--- src/rtl/ctrl_seq_pkg.sv ---
// rtl/ctrl_seq_pkg.sv - shared encodings for the Simple CPU V1 control sequencer
package ctrl_seq_pkg;

    typedef enum logic [2:0] {
        ST_RST     = 3'b000,
        ST_FETCH   = 3'b001,
        ST_LOAD_IR = 3'b010,
        ST_DECODE  = 3'b011,
        ST_MEM_RD  = 3'b100,
        ST_MEM_WR  = 3'b101,
        ST_EXEC    = 3'b110,
        ST_HALT    = 3'b111
    } state_t;

    localparam logic [3:0] OP_NOP = 4'h0;
    localparam logic [3:0] OP_LDA = 4'h1;
    localparam logic [3:0] OP_STA = 4'h2;
    localparam logic [3:0] OP_ADD = 4'h3;
    localparam logic [3:0] OP_SUB = 4'h4;
    localparam logic [3:0] OP_AND = 4'h5;
    localparam logic [3:0] OP_OR  = 4'h6;
    localparam logic [3:0] OP_XOR = 4'h7;
    localparam logic [3:0] OP_NOT = 4'h8;
    localparam logic [3:0] OP_JMP = 4'h9;
    localparam logic [3:0] OP_JZ  = 4'hA;
    localparam logic [3:0] OP_LDI = 4'hB;
    localparam logic [3:0] OP_RSC = 4'hC;
    localparam logic [3:0] OP_RSD = 4'hD;
    localparam logic [3:0] OP_RSE = 4'hE;
    localparam logic [3:0] OP_HLT = 4'hF;

    localparam logic [2:0] ALU_PASS = 3'b000;
    localparam logic [2:0] ALU_ADD  = 3'b001;
    localparam logic [2:0] ALU_SUB  = 3'b010;
    localparam logic [2:0] ALU_AND  = 3'b011;
    localparam logic [2:0] ALU_OR   = 3'b100;
    localparam logic [2:0] ALU_XOR  = 3'b101;
    localparam logic [2:0] ALU_NOT  = 3'b110;

    localparam logic ADDR_PC  = 1'b0;
    localparam logic ADDR_IR  = 1'b1;
    localparam logic ACC_ALU  = 1'b0;
    localparam logic ACC_IMM  = 1'b1;

    typedef struct packed {
        logic       en_ir;
        logic       pc_inc;
        logic       pc_ld;
        logic       addr_sel;
        logic       mem_rd;
        logic       mem_wr;
        logic       en_acc;
        logic       acc_src;
        logic [2:0] alu_op;
        logic       halted;
    } strobe_t;

    // Opcodes whose operand is fetched from memory and folded into the accumulator
    function automatic logic is_mem_rd_op(input logic [3:0] op);
        return (op == OP_LDA) || (op == OP_ADD) || (op == OP_SUB) ||
               (op == OP_AND) || (op == OP_OR)  || (op == OP_XOR);
    endfunction

    function automatic logic is_reserved_op(input logic [3:0] op);
        return (op == OP_RSC) || (op == OP_RSD) || (op == OP_RSE);
    endfunction

endpackage

--- src/rtl/ctrl_decode.sv ---
// rtl/ctrl_decode.sv - combinational strobe decode from state, opcode, zero and mem_rdy
module ctrl_decode
    import ctrl_seq_pkg::*;
#(
    parameter int OP_W = 4
) (
    input  state_t          state,
    input  logic [OP_W-1:0] opcode,
    input  logic            zero,
    input  logic            mem_rdy,
    output strobe_t         strb
);

    always_comb begin
        strb = '0;
        case (state)
            ST_FETCH: begin
                strb.mem_rd   = 1'b1;
                strb.addr_sel = ADDR_PC;
            end
            ST_LOAD_IR: begin
                strb.en_ir  = 1'b1;
                strb.pc_inc = 1'b1;
            end
            ST_MEM_RD: begin
                strb.mem_rd   = 1'b1;
                strb.addr_sel = ADDR_IR;
                strb.acc_src  = ACC_ALU;
                // The accumulator captures read data in the cycle memory delivers it
                strb.en_acc   = mem_rdy;
                case (opcode)
                    OP_ADD:  strb.alu_op = ALU_ADD;
                    OP_SUB:  strb.alu_op = ALU_SUB;
                    OP_AND:  strb.alu_op = ALU_AND;
                    OP_OR:   strb.alu_op = ALU_OR;
                    OP_XOR:  strb.alu_op = ALU_XOR;
                    default: strb.alu_op = ALU_PASS;
                endcase
            end
            ST_MEM_WR: begin
                strb.mem_wr   = 1'b1;
                strb.addr_sel = ADDR_IR;
            end
            ST_EXEC: begin
                case (opcode)
                    OP_NOT: begin
                        strb.en_acc = 1'b1;
                        strb.alu_op = ALU_NOT;
                    end
                    OP_LDI: begin
                        strb.en_acc  = 1'b1;
                        strb.acc_src = ACC_IMM;
                    end
                    OP_JMP:  strb.pc_ld = 1'b1;
                    OP_JZ:   strb.pc_ld = zero;
                    default: strb = '0;
                endcase
            end
            ST_HALT: strb.halted = 1'b1;
            default: strb = '0;
        endcase
    end

endmodule

--- src/rtl/ctrl_seq.sv ---
// rtl/ctrl_seq.sv - Simple CPU V1 fetch/decode/execute sequencer; ILLEGAL_OP_TRAP_EN enables reserved-opcode trap
module ctrl_seq
    import ctrl_seq_pkg::*;
#(
    parameter int OP_W    = 4,
    parameter int INSTR_W = 16
) (
    input  logic               clk,
    input  logic               clr,
    input  logic [INSTR_W-1:0] instr,
    input  logic               zero,
    input  logic               mem_rdy,
    output logic               en_ir,
    output logic               pc_inc,
    output logic               pc_ld,
    output logic               addr_sel,
    output logic               mem_rd,
    output logic               mem_wr,
    output logic               en_acc,
    output logic               acc_src,
    output logic [2:0]         alu_op,
    output logic               halted,
    output logic               illegal,
    output logic [2:0]         state
);

    state_t          state_q;
    state_t          state_d;
    logic [OP_W-1:0] opcode;
    strobe_t         strb;
    logic            unused_operand;

    assign opcode         = instr[INSTR_W-1 -: OP_W];
    assign unused_operand = ^instr[INSTR_W-OP_W-1:0];

    always_ff @(posedge clk or negedge clr) begin
        if (!clr) begin
            state_q <= ST_RST;
        end else begin
            state_q <= state_d;
        end
    end

    always_comb begin
        state_d = ST_FETCH;
        case (state_q)
            ST_RST:     state_d = ST_FETCH;
            ST_FETCH:   state_d = mem_rdy ? ST_LOAD_IR : ST_FETCH;
            ST_LOAD_IR: state_d = ST_DECODE;
            ST_DECODE: begin
                if (is_mem_rd_op(opcode)) begin
                    state_d = ST_MEM_RD;
                end else if (opcode == OP_STA) begin
                    state_d = ST_MEM_WR;
                end else if ((opcode == OP_NOT) || (opcode == OP_JMP) ||
                             (opcode == OP_JZ)  || (opcode == OP_LDI)) begin
                    state_d = ST_EXEC;
                end else if (opcode == OP_HLT) begin
                    state_d = ST_HALT;
`ifdef ILLEGAL_OP_TRAP_EN
                end else if (is_reserved_op(opcode)) begin
                    state_d = ST_HALT;
`endif
                end else begin
                    state_d = ST_FETCH;
                end
            end
            ST_MEM_RD:  state_d = mem_rdy ? ST_FETCH : ST_MEM_RD;
            ST_MEM_WR:  state_d = mem_rdy ? ST_FETCH : ST_MEM_WR;
            ST_EXEC:    state_d = ST_FETCH;
            ST_HALT:    state_d = ST_HALT;
            default:    state_d = ST_FETCH;
        endcase
    end

`ifdef ILLEGAL_OP_TRAP_EN
    logic trap_q;

    // Sticky until clr so software can see why the core stopped
    always_ff @(posedge clk or negedge clr) begin
        if (!clr) begin
            trap_q <= 1'b0;
        end else if ((state_q == ST_DECODE) && is_reserved_op(opcode)) begin
            trap_q <= 1'b1;
        end
    end

    assign illegal = trap_q;
`else
    assign illegal = 1'b0;
`endif

    ctrl_decode #(
        .OP_W (OP_W)
    ) u_decode (
        .state   (state_q),
        .opcode  (opcode),
        .zero    (zero),
        .mem_rdy (mem_rdy),
        .strb    (strb)
    );

    assign en_ir    = strb.en_ir;
    assign pc_inc   = strb.pc_inc;
    assign pc_ld    = strb.pc_ld;
    assign addr_sel = strb.addr_sel;
    assign mem_rd   = strb.mem_rd;
    assign mem_wr   = strb.mem_wr;
    assign en_acc   = strb.en_acc;
    assign acc_src  = strb.acc_src;
    assign alu_op   = strb.alu_op;
    assign halted   = strb.halted;
    assign state    = state_q;

endmodule
--- config.mk ---
export PLATFORM = sky130hd
export DESIGN_NAME = ctrl_seq
export DESIGN_NICKNAME = d
export VERILOG_FILES = /design/src/rtl/ctrl_seq_pkg.sv /design/src/rtl/ctrl_decode.sv /design/src/rtl/ctrl_seq.sv
export SDC_FILE = /design/constraint.sdc
export NUM_CORES = 1
export LEC_CHECK = 0
export BUFFER_PORTS_ARGS = -buffer_cell sky130_fd_sc_hd__buf_2
export CAP_MARGIN = 15
export CORE_AREA = 2 2 39 41
export CTS_CLUSTER_DIAMETER = 30
export DETAILED_ROUTE_END_ITERATION = 8
export DIE_AREA = 0 0 41 43
export HOLD_SLACK_MARGIN = 0.15
export PLACE_DENSITY = 0.75
export SYNTH_ARGS = -nofsm -noshare
export SYNTH_HDL_FRONTEND = slang
export SYNTH_SLANG_ARGS = --single-unit
--- constraint.sdc ---
create_clock -name clk -period 2.7 [get_ports clk]
set_input_delay 0.135 -clock clk [delete_from_list [all_inputs] [get_ports clk]]
set_output_delay 0.135 -clock clk [all_outputs]
set_load 0.02 [all_outputs]
# Yosys cells after proc, flatten, opt, wreduce, memory -nomap -nowiden
# Index checks and enable logic that the tools add are counted.
totals:
  register_bits: 3
  output_inout_bits: 16
  word_cells: 53
  in_bits: 20
op_classes:
  n_reduce_logical: 13
  n_mux: 20
  eq_ne: 19
op_table:
  columns: ["cell", "n"]
  rows:
  - ["$mux 3", 7]
  - ["$pmux 3 s7", 1]
  - ["$eq 4x4->1 const B", 5]
  - ["$eq 4x3->1 const B", 4]
  - ["$pmux 3 s5", 1]
  - ["$eq 3x3->1 const B", 4]
  - ["$pmux 5 s2", 1]
  - ["$eq 4x2->1 const B", 2]
  - ["$logic_or 1x1->1", 8]
  - ["$reduce_or 2->1", 4]
  - ["$mux 1", 7]
  - ["$eq 3x2->1 const B", 2]
  - ["$eq 4x1->1 const B", 1]
  - ["$mux 2", 2]
  - ["$eq 3x1->1 const B", 1]
  - ["$logic_not 3->1", 1]
  - ["$pmux 1 s2", 1]

# Logic depth before layout (Yosys ltp)
depth:
  word_depth: 8
  depth_mapped: 4
  ltp_nobuf: 3

# Modules after synthesis
# A second synthesis with hierarchy kept.
hier_totals:
  hier_cells: 51
  hier_area_um2: 367.9
modules_own_cells:
  columns: ["mod", "area_per_inst_um2", "n_inst", "cells_each", "seq_area_each_um2"]
  rows:
  - ["ctrl_seq", 196.4, 1, 23, 75.1]
  - ["ctrl_decode", 171.4, 1, 28, 0.0]

# Worst setup path before layout
# No wires, ideal clock.
synth_path:
  kind: "reg2out"
  start: "register state_q[1], in the netlist state[1]"
  end: "output pc_inc"
  path_stages_with_launch: 4
  required_time_ns: 2.565
  path_buffers: 1
  setup_slack_ns: 1.128
  arrival_ns: 1.437
  cell_sequence: "dfrtp_1 -> inv_1 -> nor3_1 -> buf_4"
synth_between:
  elab_chain_len: 2
synth_lines:
  columns: ["element", "line", "source"]
  rows:
  - ["start: declaration", "ctrl_seq.sv:27", "state_t state_q;"]
  - ["start signal: assignment", "ctrl_seq.sv:40", "state_q <= state_d;"]
  - ["$eq 3x2->1", "ctrl_decode.sv:16", "case (state)"]
  - ["$mux 2", null, null]
  - ["end: declaration", "ctrl_seq.sv:14", "output logic pc_inc,"]
# No other way between the ends.

# Worst setup path after layout
layout_path:
  start: "register state_q[2], in the netlist state[2]"
  end: "output alu_op[1]"
layout_between:
  elab_chain_len: 2
  word_cells_on_any_way: 3
  classes_between: "eq/ne (2); mux (1)"
layout_lines:
  columns: ["element", "line", "source"]
  rows:
  - ["$eq 3x3->1", "ctrl_decode.sv:16", null]
  - ["$pmux 5 s2 *", "ctrl_decode.sv:16", null]
  - ["end: declaration", "ctrl_seq.sv:21", "output logic [2:0] alu_op,"]
# Every way passes the cells marked *; elsewhere a longest branch is shown, timed or not.

==> impl_results.md <==
- Outcome: complete, no violations
- Critical setup path kind: register to output port
- Count of fill cells added during filler insertion: 159
- Antenna Cells: 0
- Launching element of the worst setup path: state[2]
- Std-Cell Core Area: 1380 um^2
- Post-synth top area share: 0.196
- Avg WL per Cell: 10.4 um
- Area of the die: 1760 um^2
- Total count of max-transition violations in the final report: 0
- Top cell family by delay on the critical path: flip-flops
- Total power divided by cell area: 961 nW/um^2
- Hold Violations, Final: 0
- H-tree levels: 1
- GRT overflow: 0
- Number of DRC violations after detailed-routing iteration 0: 8
- Post-synthesis net count: 70
- Max stage delay cell, worst path: dfrtp_1
- Skew-Pair Late Insertion Delay: 0.23 ns
- Synth-to-Final Area Change: 33.3%
- Element type at the critical path start: register
- Starting density of the core: 0.277
- Share of cells above drive strength 1: 0.431
- Hold/Removal Path Class: input pin to register
- Wirelength, routed: 911 um
- Number of synthesized flops with an enable pin: 0
- Die boundary width: 41 um
- Final Setup Violations: 0
- Leading post-synthesis cells by instance count: 5 x nand2_1, 4 x a21oi_1, 4 x nor2_1
- Worst path cell trace: nand4b_1 > or3_4 > o22ai_2 > buf_2
- Required time worst endpoint: 2.57 ns
- Number of iterations in the first detailed-routing pass: 4
- Synthesized instance count: 50
- DRC viols: 0
- Tcrit/Tclk final: 0.658
- Post-Synthesis Mean Instance Area: 7.66 um^2
- Total vias in the final route: 441
- Overall routing resource usage: 0.107
- Number of CTS-inserted buffers: 3
- Footprint of the multi-input gates: 258 um^2
- Reg2reg path depth: 3
- Max FFs per register: 3
- RD Place Congestion: 0.756
- Worst stage delay on the critical path: 0.55 ns
- Count of unique library cells instantiated by Yosys: 30
- Sequential cell area: 75.1 um^2
- Placement Rows: 14
- Post-layout net count: 93
- WP data arrival: 1.64 ns
- Bufs on Longest Clock Path: 2
- Critical path destination: alu_op[1]
- Global-route wire length before repair: 1260 um
- Count of placed standard cells including taps: 83
- Maximum clock skew at final layout: 0.00200 ns
- Port Buf Inserts: 22
- CTS tree: done
- HPWL after DPL: 683 um
- Nature of the critical path endpoint: output port
- I/O pin total: 36
- Maximum VDD drop: 263 uV
- Ratio of routed vias to standard cells: 5.01
- Sum Neg Setup Slack: 0 ns
- Summed instance area of the synthesized netlist: 383 um^2
- Max-capacitance violation count: 0
- Design Power: 0.490 mW
- Synth warnings: 0
- Worst R2R Setup Slack: 1.63 ns
- Share of synthesized flip-flops with an asynchronous set or reset: 1.00
- Cell with the most instances after synthesis: nand2_1
- Maximum operating frequency: 0.563 GHz
- Setup repair after global routing missed its margin: false
- Largest driver fanout on the critical path: 10
- Post-route core utilization: 0.369
- Number of standard cells in the final layout excluding fillers: 88
- CTS clock-pin slew for the worst setup and hold paths: 0.03 ns
- Number of global-route vias before repair: 312
- Startpoint of the worst-slack reg-to-reg timing path: state[2]
- PostCTS Resize Cnt: 0
- Minimum period implied by the final worst setup slack: 1.78 ns
- Most frequently used flop master after synthesis: dfrtp_1
- Number of antenna violations at the first check in global routing: 0
- Cell count along the critical path: 4
- CTS Root Buffer Type: clkbuf_4
- Antenna Violating Nets Remaining: 0
- Number of buffers and inverters on the critical path: 1
- Fraction of the yosys area taken by sequential cells: 0.196
- Maximum number of pins on one net before global-route repair: 12
- Leakage dissipation: 0.263 nW
- Cell accounting for the most synthesized area: dfrtp_1
- Number of clock sinks seen by CTS: 3
- Top post-synthesis cells by area: dfrtp_1 20%, o22ai_2 6.5%, buf_4 5.9%
- Flops & latches, synth: 3
- Die Ht: 43 um
- Endpoint of the most critical register-to-register path: state[0]
[logic make-up (layout without fill, tap and decap cells)]
logic type | after synthesis | in the layout | share of synthesized area
xor+xnor | 1 | 1 | 0.0229
compound gates | 14 | 14 | 0.284
buf+inv | 8 | 30 | 0.131
other cells | 1 | 1 | 0.00979
flops | 3 | 3 | 0.196
simple gates | 23 | 23 | 0.356
[where the power goes]
group | internal, mW | total (mW) | switching (mW) | leakage, nW
Combinational | 0.120 | 0.289 | 0.170 | 0.214
Sequential | 0.0670 | 0.122 | 0.0554 | 0.0340
Clock | 0.0554 | 0.0789 | 0.0235 | 0.0150
Total | 0.242 | 0.490 | 0.249 | 0.263
[how the worst min path moves through the flow]
stage                     startpoint  endpoint  slack, ns  depth (start not counted)
after floorplan                  clr  state[0]      -0.16                          0
after global placement           clr  state[0]      -0.07                          1
after detailed placement         clr  state[0]      -0.07                          1
after CTS                    mem_rdy  state[2]       0.20                          2
after global routing             clr  state[1]       0.21                          2
final                        mem_rdy  state[2]       0.21                          2
[through the flow]
stage               cell area [um^2]  hold slack (ns)  setup WS [ns]
detailed placement               474          -0.0690           1.18
finish                           510            0.211          0.924
CTS                              510            0.203          0.918
global route                     510            0.212          0.844
floorplan                        383           -0.161           1.13
global placement                 474          -0.0704           1.22
[timing repair]
item	in CTS	in global routing
buffers inserted	0	0
hold buffers	1	0
hold endpoints to repair	3	0
[placed cells by master, fill, tap and decap left out, types with 2 or more instances in the layout]
cell / instances
o22ai_2: 2
inv_1: 3
dfrtp_1: 3
nor2_1: 4
buf_2: 22
or3_1: 2
nand2b_1: 3
a21oi_1: 4
clkbuf_4: 3
nand2_1: 5
[metal layers]
metal	GRT usage	wire length, um	part of all wire	vias to the layer above
met5	0	0	0	-
met3	0.0314	59	0.065	2
met4	0.0800	14	0.015	0
li1	-	-	-	218
met2	0.172	469	0.51	17
met1	0.109	368	0.40	204
[cell type report]
type / count / share of cell area
inverter: 3 / 0.0221
multi-input combinational: 39 / 0.505
timing repair buffer: 23 / 0.235
tap: 16 / 0.0392
clock buffer: 4 / 0.0515
sequential: 3 / 0.147
(Power assumes the default switching activity.)
